$ cat config.mk
export PLATFORM = sky130hd
export DESIGN_NAME = instruction_fetch_flat
export DESIGN_NICKNAME = d
export VERILOG_FILES = /design/src/rtl/instruction_fetch_pkg.sv /design/src/rtl/instruction_fetch_if.sv /design/src/rtl/instruction_fetch.sv /design/src/flat_wrapper.sv
export SDC_FILE = /design/constraint.sdc
export NUM_CORES = 1
export LEC_CHECK = 0
export ABC_AREA = 1
export ABC_CLOCK_PERIOD_IN_PS = 1120
export CAP_MARGIN = 15
export CELL_PAD_IN_SITES_DETAIL_PLACEMENT = 2
export CELL_PAD_IN_SITES_GLOBAL_PLACEMENT = 2
export CORE_MARGIN = 2
export CORE_UTILIZATION = 21
export DETAILED_ROUTE_END_ITERATION = 10
export HOLD_SLACK_MARGIN = 0.15
export PLACE_DENSITY_LB_ADDON = 0.1
export REMOVE_ABC_BUFFERS = 1
export SYNTH_ARGS = -nofsm -noshare
export SYNTH_HDL_FRONTEND = slang
export SYNTH_SLANG_ARGS = --single-unit
$ cat constraint.sdc
create_clock -name clk -period 1.12 [get_ports clk]
set_input_delay 0.28 -clock clk [delete_from_list [all_inputs] [get_ports clk]]
set_output_delay 0.28 -clock clk [all_outputs]
set_load 0.05 [all_outputs]
$ cat src/rtl/instruction_fetch_pkg.sv
// instruction_fetch_pkg: shared fetch/decode constants and state encoding
package instruction_fetch_pkg;
    typedef enum logic [1:0] {
        IDLE  = 2'd0,
        FETCH = 2'd1,
        WAIT  = 2'd2,
        HOLD  = 2'd3
    } fetch_state_t;
    localparam int INSTR_WIDTH = 16;
    localparam logic [15:0] DEFAULT_RESET_PC = 16'h0000;
    localparam int OPCODE_WIDTH = 4;
    function automatic logic [OPCODE_WIDTH-1:0] opcode_of(input logic [INSTR_WIDTH-1:0] w);
        return w[INSTR_WIDTH-1 -: OPCODE_WIDTH];
    endfunction
endpackage

$ cat src/rtl/instruction_fetch_if.sv
// instruction_fetch_if: memory port, decoder handshake and redirect bundle
interface instruction_fetch_if
    import instruction_fetch_pkg::*;
#(
    parameter int ADDR_WIDTH = 16
);
    logic [ADDR_WIDTH-1:0]  mem_addr;
    logic                   mem_rd_en;
    logic [INSTR_WIDTH-1:0] mem_rdata;
    logic [INSTR_WIDTH-1:0] instr;
    logic [ADDR_WIDTH-1:0]  instr_pc;
    logic [ADDR_WIDTH-1:0]  instr_pc_plus1;
    logic                   instr_valid;
    logic                   instr_ready;
    logic                   redirect_valid;
    logic [ADDR_WIDTH-1:0]  redirect_pc;
    modport master (
        output mem_addr, mem_rd_en, instr, instr_pc, instr_pc_plus1, instr_valid,
        input  mem_rdata, instr_ready, redirect_valid, redirect_pc
    );
    modport slave (
        input  mem_addr, mem_rd_en, instr, instr_pc, instr_pc_plus1, instr_valid,
        output mem_rdata, instr_ready, redirect_valid, redirect_pc
    );
endinterface

$ cat src/rtl/instruction_fetch.sv
// instruction_fetch: PC owner issuing 1-cycle-latency reads and holding words for decode
module instruction_fetch
    import instruction_fetch_pkg::*;
#(
    parameter int ADDR_WIDTH = 16,
    parameter logic [ADDR_WIDTH-1:0] RESET_PC = ADDR_WIDTH'(DEFAULT_RESET_PC)
) (
    input logic                 clk,
    input logic                 reset,
    instruction_fetch_if.master bus
);
    fetch_state_t state, state_nxt;
    logic [ADDR_WIDTH-1:0]  pc;
    logic [INSTR_WIDTH-1:0] instr_q;
    logic [ADDR_WIDTH-1:0]  instr_pc_q;
    logic [ADDR_WIDTH-1:0]  instr_pc_plus1_q;
    logic                   instr_valid_q;

    // state register; reset parks in IDLE so no read is issued right after release
    always_ff @(posedge clk) begin
        state <= reset ? IDLE : state_nxt;
    end

    // next state; a redirect always restarts with a fresh fetch
    always_comb begin
        state_nxt = bus.redirect_valid ? FETCH :
                    state == IDLE      ? FETCH :
                    state == FETCH     ? WAIT  :
                    state == WAIT      ? HOLD  :
                    bus.instr_ready    ? FETCH : HOLD;
    end

    // PC and held instruction; redirect squashes both in-flight data and a held word
    always_ff @(posedge clk) begin
        if (reset) begin
            pc               <= RESET_PC;
            instr_q          <= '0;
            instr_pc_q       <= '0;
            instr_pc_plus1_q <= '0;
            instr_valid_q    <= 1'b0;
        end else if (bus.redirect_valid) begin
            pc            <= bus.redirect_pc;
            instr_valid_q <= 1'b0;
        end else if (state == WAIT) begin
            instr_q          <= bus.mem_rdata;
            instr_pc_q       <= pc;
            instr_pc_plus1_q <= pc + 1'b1;
            pc               <= pc + 1'b1;
            instr_valid_q    <= 1'b1;
        end else if (state == HOLD && bus.instr_ready) begin
            instr_valid_q <= 1'b0;
        end
    end

    // outputs; the memory address always tracks the PC, the strobe gates its use
    always_comb begin
        bus.mem_addr       = pc;
        bus.mem_rd_en      = state == FETCH;
        bus.instr          = instr_q;
        bus.instr_pc       = instr_pc_q;
        bus.instr_pc_plus1 = instr_pc_plus1_q;
        bus.instr_valid    = instr_valid_q;
    end
endmodule

$ cat src/flat_wrapper.sv
// flat-port wrapper written by rule: the top's interface ports become plain ports
module instruction_fetch_flat import instruction_fetch_pkg::*;
#(
    parameter int ADDR_WIDTH = 16,
    parameter logic [ADDR_WIDTH-1:0] RESET_PC = ADDR_WIDTH'(DEFAULT_RESET_PC)
)
  (clk, reset, bus_mem_addr, bus_mem_rd_en, bus_instr, bus_instr_pc, bus_instr_pc_plus1, bus_instr_valid, bus_mem_rdata, bus_instr_ready, bus_redirect_valid, bus_redirect_pc);
  instruction_fetch_if #(.ADDR_WIDTH(ADDR_WIDTH)) bus_i ();
  input logic clk;
  input logic reset;
  output wire logic [$bits(bus_i.mem_addr)-1:0] bus_mem_addr;
  output wire logic [$bits(bus_i.mem_rd_en)-1:0] bus_mem_rd_en;
  output wire logic [$bits(bus_i.instr)-1:0] bus_instr;
  output wire logic [$bits(bus_i.instr_pc)-1:0] bus_instr_pc;
  output wire logic [$bits(bus_i.instr_pc_plus1)-1:0] bus_instr_pc_plus1;
  output wire logic [$bits(bus_i.instr_valid)-1:0] bus_instr_valid;
  input wire logic [$bits(bus_i.mem_rdata)-1:0] bus_mem_rdata;
  input wire logic [$bits(bus_i.instr_ready)-1:0] bus_instr_ready;
  input wire logic [$bits(bus_i.redirect_valid)-1:0] bus_redirect_valid;
  input wire logic [$bits(bus_i.redirect_pc)-1:0] bus_redirect_pc;
  assign bus_mem_addr = bus_i.mem_addr;
  assign bus_mem_rd_en = bus_i.mem_rd_en;
  assign bus_instr = bus_i.instr;
  assign bus_instr_pc = bus_i.instr_pc;
  assign bus_instr_pc_plus1 = bus_i.instr_pc_plus1;
  assign bus_instr_valid = bus_i.instr_valid;
  assign bus_i.mem_rdata = bus_mem_rdata;
  assign bus_i.instr_ready = bus_instr_ready;
  assign bus_i.redirect_valid = bus_redirect_valid;
  assign bus_i.redirect_pc = bus_redirect_pc;
  instruction_fetch #(.ADDR_WIDTH(ADDR_WIDTH), .RESET_PC(RESET_PC)) u_core (.clk(clk), .reset(reset), .bus(bus_i));
endmodule
# Word level (Yosys, flattened, before mapping)
# Cells that the tools add are included.
[word_totals]
ff_bits = 67
latchBits = 0
mem_bits_rw = 0
rom_bits = 0
output_inout_bits = 66
memories = 0
[op_classes]
addsub = 1
multipliers = 0
n_div = 0
order_cmp = 0
eq_ne = 3
shift = 0
muxes = 9
bitwise_logic = 1
reduce_logical = 7
[op_table]
columns = ["cell", "count"]
rows = [
  ["16-bit two-way mux", 2],
  ["16-bit by 1-bit adder with 16-bit output, second input constant", 1],
  ["2-bit two-way mux", 3],
  ["2-bit == test, second input constant", 2],
  ["1-bit two-way mux", 4],
  ["2-bit nonzero test", 2],
  ["3-bit OR reduction", 1],
  ["2-bit by 1-bit == test with 1-bit output, second input constant", 1],
  ["2-bit zero test", 1],
  ["2-bit AND reduction", 1],
  ["2-bit OR reduction", 1],
  ["1-bit logical AND", 1],
  ["1-bit NOT", 1],
]

# Longest topological paths before layout
# Gate-level depths: netlist of run 1.
[logic_depth]
ltp_word = 5
mapped_depth = 8

# Worst setup path after synthesis of run 1
# OpenSTA, ideal clock, no wires.
[synth_timing]
path_kind = "register to register"
from = "reg u_core.pc[1] (netlist: u_core.bus.mem_addr[1])"
to = "reg u_core.instr_pc_plus1_q[12] (netlist: u_core.bus.instr_pc_plus1[12])"
arrival_time_ps = 1552
setup_slack_ps = -565
path_stages_with_launch = 7
path_cell_list = "dfxtp_1 -> ha_1 -> nand2_2 -> nor2_4 -> nand4_1 -> nand3_1 -> a21oi_1"
[synth_via]
elab_chain_len = 1
[synth_lines]
columns = ["item", "line_no", "source"]
rows = [
  ["from (decl)", "instruction_fetch.sv:13", "logic [ADDR_WIDTH-1:0] pc;"],
  ["from (signal assigned)", "instruction_fetch.sv:42", "pc <= bus.redirect_pc;"],
  ["from (signal assigned)", "instruction_fetch.sv:48", "pc <= pc + 1'b1;"],
  ["16-bit by 1-bit adder with 16-bit output", "instruction_fetch.sv:47", "instr_pc_plus1_q <= pc + 1'b1;"],
  ["to (signal assigned)", "instruction_fetch.sv:47", ""],
  ["to (decl)", "instruction_fetch.sv:16", "logic [ADDR_WIDTH-1:0] instr_pc_plus1_q;"],
]
# No other way between the ends.
# A chain may end at the register's enable or synchronous reset.

# Worst setup path in the final report of run 1
[layout_timing]
from = "reg u_core.state[0]"
to = "reg u_core.instr_pc_plus1_q[5] (netlist: u_core.bus.instr_pc_plus1[5])"
[layout_via]
elab_chain_len = 2
[layout_lines]
columns = ["item", "line_no", "source"]
rows = [
  ["from (decl)", "instruction_fetch.sv:12", "fetch_state_t state, state_nxt;"],
  ["from (signal assigned)", "instruction_fetch.sv:21", "state <= reset ? IDLE : state_nxt;"],
  ["2-bit == test", "instruction_fetch.sv:44", "end else if (state == WAIT) begin"],
  ["2-bit AND reduction (no source line)", "-", ""],
]
# No other way between the ends.

==> summary.md, run 1 <==
| Metric | Value |
|---|---|
| Ys flop type | dfxtp_1 |
| Cell taking the most area after synthesis | dfxtp_1 |
| CTS tree | built |
| First-pass GRT wire length | 19,500 um |
| Library cells used by synthesis | 25 |
| RR Startpoint | u_core.state[0] |
| Final worst slack | -311 ps |
| Setup TNS Final | -15,610 ps |
| Crit path from | u_core.state[0] |
| Synth Cell Area | 0.00276 sq mm |
| Nets | 614 |
| ANT nets after route | 0 |
| Final Cycle Share | 128% |
| Post-synth top cells | nand2_1, dfxtp_1, nor2_1 |
| Clock-pin slew on the worst setup and hold paths | 60 ps |
| Latest clock arrival within the worst-skew pair | 340 ps |
| Max Buffers Root-to-Sink | 2 |
| Placed cells | 673 |
| DR pass1 iterations | 4 |
| Ys Warns | 0 |
| EDFF count, synth | 0 |
| DP HPWL | 7740 um |
| Fin crit period | 1430 ps |
| Max-cap violations | 0 |
| Setup CP Type | reg -> reg |
| FF+latch count, synth | 67 |
| Hold WC Path Type | reg -> reg |
| I/O pins | 102 |
| Final setup violation count | 95 |
| Worst Hold Launch | u_core.bus.instr_pc_plus1[0] |
| Final Hold Vio Count | 0 |
| Die H | 119 um |
| CP Max Fanout | 9 |
| Status | complete, but fails checks |
| Max Fclk | 699 MHz |
| Vias in the first global route | 3,586 |
| Worst Setup Start Kind | register |
| Placer Congestion | 0.759 |
| Layout cells sized above 1 | 65.6% |
| CP endpoint kind | register |
| Overall die width | 119 um |
| Gr usage total | 17.9% |
| Final Slew Violations | 0 |
| Mapped Cells | 375 |
| Cell with the most instances after synthesis | nand2_1 |
| R2r setup slk | -310 ps |
| FFs w/ async S/R, synth | 0% |
| FP Rows | 41 |
| Final Non-Filler Cells | 750 |
| Crit-path slowest cell | dfxtp_2 |
| Vias | 3,500 |
| CTS Buf Count | 9 |
| Vias per cell | 4.67 |
| DRC Markers | 0 |
| Starting DRT DRC Count | 136 |
| Core area | 0.0127 sq mm |
| VDD IR-drop max | 0.626 mV |
| CTS Root Cell | clkbuf_16 |
| Ant. Diodes | 0 |
| Util after Layout | 53.0% |
| Sequential area share after synthesis | 48.6% |
| Power Density | 993 mW/mm^2 |
| Hold Buf Count CTS | 0 |
| Crit path required time | 1360 ps |
| Initial antenna violation count | 0 |
| RSZ-0062 raised after global routing | true |
| Syn Area/Cell | 7.35 sq um |
| Worst-path cell chain | inv_2, nand2_4, nor2_4, buf_12, inv_16, a21oi_4, o21ai_2, a21oi_1 |
| Largest net degree at the start of global routing | 34 |
| Measured slew at the worst slew-check pin | 285 ps |
| Port bufs | 101 |
| CP arrival | 1670 ps |
| Initial Utilization | 21.7% |
| Routed WL | 16,700 um |
| Relative slew slack | 81.0% |
| CTS H-Tree Depth | 3 |
| Worst clock skew | 12.7 ps |
| DP Worst Slack | -580 ps |
| Static leakage | 2.71 nW |
| Synth top area cells | dfxtp_1, nand2_1, a21oi_1 |
| Failing checks | negative setup slack |
| Overall power | 6.70 mW |
| Critical path buffers and inverters | 3 |
| CP top delay family | compound AO/OA/AOI/OAI gates |
| Synth-to-layout area growth | 145% |
| Clock Sinks | 67 |
| DR WL/cell | 22.2 um |
| DIE AREA | 0.0141 sq mm |
| Gr ovfl total | 0 |
| Area share of the largest cell type after synthesis | 48.6% |
| CP max stage delay | 330 ps |
## layout make-up
cell class,instances,area [sq um]
inverter,34,146
clock buffer,12,256
tap,172,215
fill,1288,5980
sequential,67,1500
multi-input combinational,256,1750
timing repair buffer,209,2880
## worst register-to-register path, cell delays in order (launching register included)
cell     delay, ps
dfxtp_2        330
inv_2           90
nand2_4         70
nor2_4         180
buf_12         180
inv_16          70
a21oi_4        120
o21ai_2         90
a21oi_1        200
## metal layers
metal,track usage [%],vias up,routed length (um)
li1,-,1617,-
met1,21.6,1742,6770
met2,31.4,109,8870
met3,3.67,32,595
met4,6.47,0,442
met5,0,-,0
## per-stage QoR
| step | cell area, sq um | hold slack, ps |
|---|---|---|
| detailed placement | 4920 | 499 |
| CTS | 5730 | 488 |
| global placement | 4920 | 495 |
| global route | 6750 | 507 |
| floorplan | 2650 | 349 |
| finish | 6750 | 483 |
## timing repair
item                                    4_1_cts  5_1_grt
setup buffers                                24       31
resized for setup                           129      176
gates cloned                                  2        8
endpoints found under the setup margin      131      120
pin swaps                                    10       41
## cells in the final DEF, fill, tap and decap left out, types with 3 or more instances in the layout
| master | synthesis | layout |
|---|---|---|
| o21ai_0 | 38 | 15 |
| nor2_1 | 53 | 32 |
| nand3_2 | 2 | 11 |
| clkbuf_16 | 0 | 16 |
| o21ai_2 | 0 | 18 |
| nand2_2 | 3 | 21 |
| nand2_4 | 0 | 7 |
| o21ai_4 | 0 | 4 |
| clkdlybuf4s50_1 | 0 | 34 |
| nand3_1 | 20 | 3 |
| nor2_2 | 1 | 16 |
| a31oi_1 | 5 | 5 |
| inv_2 | 3 | 3 |
| nand4_1 | 4 | 4 |
| dfxtp_4 | 0 | 31 |
| dfxtp_2 | 0 | 36 |
| nand2_1 | 74 | 49 |
| o21ai_1 | 6 | 7 |
| a21oi_1 | 40 | 17 |
| nand3_4 | 0 | 8 |
| nor2_4 | 3 | 10 |
| inv_1 | 31 | 29 |
| buf_4 | 1 | 64 |
| buf_6 | 3 | 22 |
| a21oi_2 | 2 | 23 |
| buf_12 | 0 | 79 |
## where the power goes
part / total [mW] / switching [mW] / internal [mW] / leakage (nW)
sequential: 2.52 / 0.0949 / 2.42 / 0.584
combinational: 1.51 / 0.763 / 0.745 / 2.00
clock: 2.67 / 1.10 / 1.57 / 0.126
total: 6.70 / 1.96 / 4.74 / 2.71
## registers in the layout (all words and copies together) (netlist names)
signal / count
u_core.bus.instr_pc: 16
u_core.bus.instr_valid: 1
u_core.bus.instr: 16
u_core.bus.instr_pc_plus1: 16
u_core.state: 2
u_core.bus.mem_addr: 16
## final timing paths
kind | endpoint | cells after the start
min | u_core.bus.instr_pc_plus1[0] | 2
max reg2reg | u_core.bus.instr_pc_plus1[5] | 8
min reg2reg | u_core.bus.instr_pc_plus1[0] | 2
max | u_core.bus.instr_pc_plus1[5] | 8
## kinds of logic after synthesis
| kind of cell | after synthesis | share of synthesized area (%) |
|---|---|---|
| AND/OR/NAND/NOR | 161 | 24.9 |
| AO/OA/AOI/OAI | 92 | 17.3 |
| flip-flops | 67 | 48.6 |
| buffers and inverters | 53 | 8.39 |
| XOR/XNOR | 1 | 0.318 |
| adder cells (fa/ha/maj) | 1 | 0.454 |
(Power assumes the default switching activity.)
==> run 2: changes to the inputs <==
- CAP_MARGIN: 15 -> 25
- CORE_UTILIZATION: 21 -> 22
- CTS_BUF_LIST: default -> sky130_fd_sc_hd__clkbuf_4 sky130_fd_sc_hd__clkbuf_8
==> summary.md, run 2 (synthesized netlist as in run 1, its figures left out) <==
| Metric | Value |
|---|---|
| Port bufs | 101 (unchanged) |
| Final Slew Violations | 0 (unchanged) |
| DR WL/cell | 23.2 um (was 22.2 um) |
| Placed Area | 0.00494 sq mm (was 0.00492 sq mm) |
| Ant. Diodes | 0 (unchanged) |
| Placed cells | 672 (was 673) |
| Max-cap violations | 0 (unchanged) |
| Finished Cell Area | 0.00685 sq mm (was 0.00675 sq mm) |
| Placer Congestion | 0.747 (was 0.759) |
| Area of the multi-input gates | 0.00181 sq mm (was 0.00175 sq mm) |
| Final Non-Filler Cells | 765 (was 750) |
| CP endpoint kind | register (unchanged) |
| Register Area | 0.00149 sq mm (was 0.00150 sq mm) |
| DR pass1 iterations | 4 (unchanged) |
| CTS Root Cell | clkbuf_8 (was clkbuf_16) |
| CP Max Fanout | 9 (unchanged) |
| Hold Buf Count CTS | 0 (unchanged) |
| DRC Markers | 0 (unchanged) |
| Worst clock skew | 12.1 ps (was 12.7 ps) |
| Layout cells sized above 1 | 66.8% (was 65.6%) |
| Routed WL | 17,800 um (was 16,700 um) |
| I/O pins | 102 (unchanged) |
| Critical path buffers and inverters | 2 (was 3) |
| Initial Utilization | 22.8% (was 21.7%) |
| FP Rows | 40 (was 41) |
| Relative slew slack | 66.5% (was 81.0%) |
| Gr ovfl total | 0 (unchanged) |
| Gr usage total | 22.4% (was 17.9%) |
| RSZ-0062 raised after global routing | true (unchanged) |
| DIE AREA | 0.0134 sq mm (was 0.0141 sq mm) |
| Setup CP Type | reg -> reg (unchanged) |
| Starting DRT DRC Count | 95 (was 136) |
| Setup TNS Final | -20,520 ps (was -15,610 ps) |
| Vias in the first global route | 4,095 (was 3,586) |
| Hold_ws | 505 ps (was 483 ps) |
| Vias | 3,582 (was 3,500) |
| Clock-pin slew on the worst setup and hold paths | 80 ps (was 60 ps) |
| RR Startpoint | u_core.bus.mem_addr[0] (was u_core.state[0]) |
| Hold WC Path Type | reg -> reg (unchanged) |
| Core area | 0.0121 sq mm (was 0.0127 sq mm) |
| Vias per cell | 4.68 (was 4.67) |
| Cell mode on critical path | buf_12 |
| Max Buffers Root-to-Sink | 2 (unchanged) |
| Final setup violation count | 132 (was 95) |
| Measured slew at the worst slew-check pin | 502 ps (was 285 ps) |
| Final worst slack | -382 ps (was -311 ps) |
| Power Density | 896 mW/mm^2 (was 993 mW/mm^2) |
| Fillers | 1,195 (was 1,288) |
| Final Hold Vio Count | 0 (unchanged) |
| Crit-path slowest cell | dfxtp_4 (was dfxtp_2) |
| CTS H-Tree Depth | 3 (unchanged) |
| Status | complete, but fails checks (unchanged) |
| Fin crit period | 1500 ps (was 1430 ps) |
| Commonest non-fill, non-tap cell in the layout | buf_12 (unchanged) |
| Clock Sinks | 67 (unchanged) |
| Static leakage | 2.77 nW (was 2.71 nW) |
| Latest clock arrival within the worst-skew pair | 370 ps (was 340 ps) |
| Worst Setup Start Kind | register (unchanged) |
| Largest net degree at the start of global routing | 34 (unchanged) |
| R2r endpoint | u_core.bus.mem_addr[6] (was u_core.bus.instr_pc_plus1[5]) |
| CP endpoint | u_core.bus.mem_addr[6] (was u_core.bus.instr_pc_plus1[5]) |
| R2r worst-path depth | 8 (unchanged) |
| Worst Hold Launch | u_core.bus.instr_pc_plus1[15] (was u_core.bus.instr_pc_plus1[0]) |
| Final Cycle Share | 134% (was 128%) |
| ANT nets after route | 0 (unchanged) |
| CTS Buf Count | 9 (unchanged) |
| Die H | 116 um (was 119 um) |
| Max Fclk | 666 MHz (was 699 MHz) |
| CP max stage delay | 390 ps (was 330 ps) |
| DP HPWL | 7800 um (was 7740 um) |
| Worst-path cell chain | buf_12, ha_4, nand2_4, nor2_4, buf_12, xor2_4, nand2_2, a21oi_1 (was inv_2, nand2_4, nor2_4, buf_12, inv_16, a21oi_4, o21ai_2, a21oi_1) |
| CP top delay family | flip-flops (was compound AO/OA/AOI/OAI gates) |
| VDD IR-drop max | 1.01 mV (was 0.626 mV) |
| Initial antenna violation count | 0 (unchanged) |
| Cells on Worst Hold Path | 2 (unchanged) |
| Crit path from | u_core.bus.mem_addr[0] (was u_core.state[0]) |
| Crit path required time | 1380 ps (was 1360 ps) |
| CP arrival | 1760 ps (was 1670 ps) |
| Failing checks | negative setup slack (unchanged) |
| Nets | 630 (was 614) |
| CTS tree | built (unchanged) |
| R2r setup slk | -380 ps (was -310 ps) |
| Overall power | 6.14 mW (was 6.70 mW) |
| Overall die width | 116 um (was 119 um) |
| Highest-count cells in the layout ignoring fill and taps | buf_12, buf_4, nand2_1, dfxtp_2 (was buf_12, buf_4, nand2_1, dfxtp_2, clkdlybuf4s50_1) |
| Stages on worst setup path | 8 (unchanged) |
| First-pass GRT wire length | 22,800 um (was 19,500 um) |
| Synth-to-layout area growth | 149% (was 145%) |
==> run 2: report_power, final <==
| part | internal, mW | switching [mW] |
|---|---|---|
| registers | 2.43 | 0.0965 |
| logic | 0.788 | 0.812 |
| clock network | 0.993 | 1.02 |
==> run 2: worst reg2reg max path, delay by kind of cell, from the launching register on <==
kind / cells / cell delay (ps)
adder cells (fa/ha/maj): 1 / 140
flip-flops: 1 / 390
AO/OA/AOI/OAI: 1 / 210
XOR/XNOR: 1 / 160
AND/OR/NAND/NOR: 3 / 250
buffers and inverters: 2 / 260
==> run 2: cell type report <==
class | instances | area share (%)
Clock buffer | 13 | 2.52
Clock inverter | 2 | 0.146
Inverter | 34 | 2.04
Multi-Input combinational cell | 255 | 26.4
Sequential cell | 67 | 21.7
Tap cell | 168 | 3.07
Timing Repair Buffer | 226 | 44.1
==> run 2: worst min-delay path by stage <==
stage / endpoint / slack (ps)
after floorplan: u_core.bus.instr_pc[12] / 350
after global placement: u_core.bus.instr_pc_plus1[1] / 500
after detailed placement: u_core.bus.instr_pc_plus1[11] / 500
after CTS: u_core.bus.instr_pc_plus1[11] / 490
after global routing: u_core.bus.instr[8] / 530
final: u_core.bus.instr_pc_plus1[15] / 500
==> run 2: metrics by stage <==
stage	utilization [%]	worst slack, ps
4_1_cts	52.6	-290
2_1_floorplan	-	-800
3_3_place_gp	40.8	-544
6_report	56.6	-382
3_5_place_dp	40.8	-675
5_1_grt	56.6	-444
==> run 2: layer usage <==
| layer | vias to the layer above | global-route usage (%) | wire [um] |
|---|---|---|---|
| met5 | - | 0 | 0 |
| met4 | 0 | 4.84 | 309 |
| met3 | 24 | 3.71 | 590 |
| met2 | 101 | 43.1 | 9770 |
| met1 | 1803 | 26.0 | 7090 |
| li1 | 1654 | - | - |
==> run 2: repair_timing <==
| action | 4_1_cts | 5_1_grt |
|---|---|---|
| pin swaps | 20 | 17 |
| gates cloned | 7 | 0 |
| setup endpoints to repair | 131 | 131 |
| buffers inserted | 55 | 20 |
| gates resized for setup | 233 | 101 |
==> run 3: changes to the inputs <==
- CTS_CLUSTER_SIZE: default -> 20
==> results of run 3 <==
No change in the layout: final DEF, timing and power equal those of run 2.
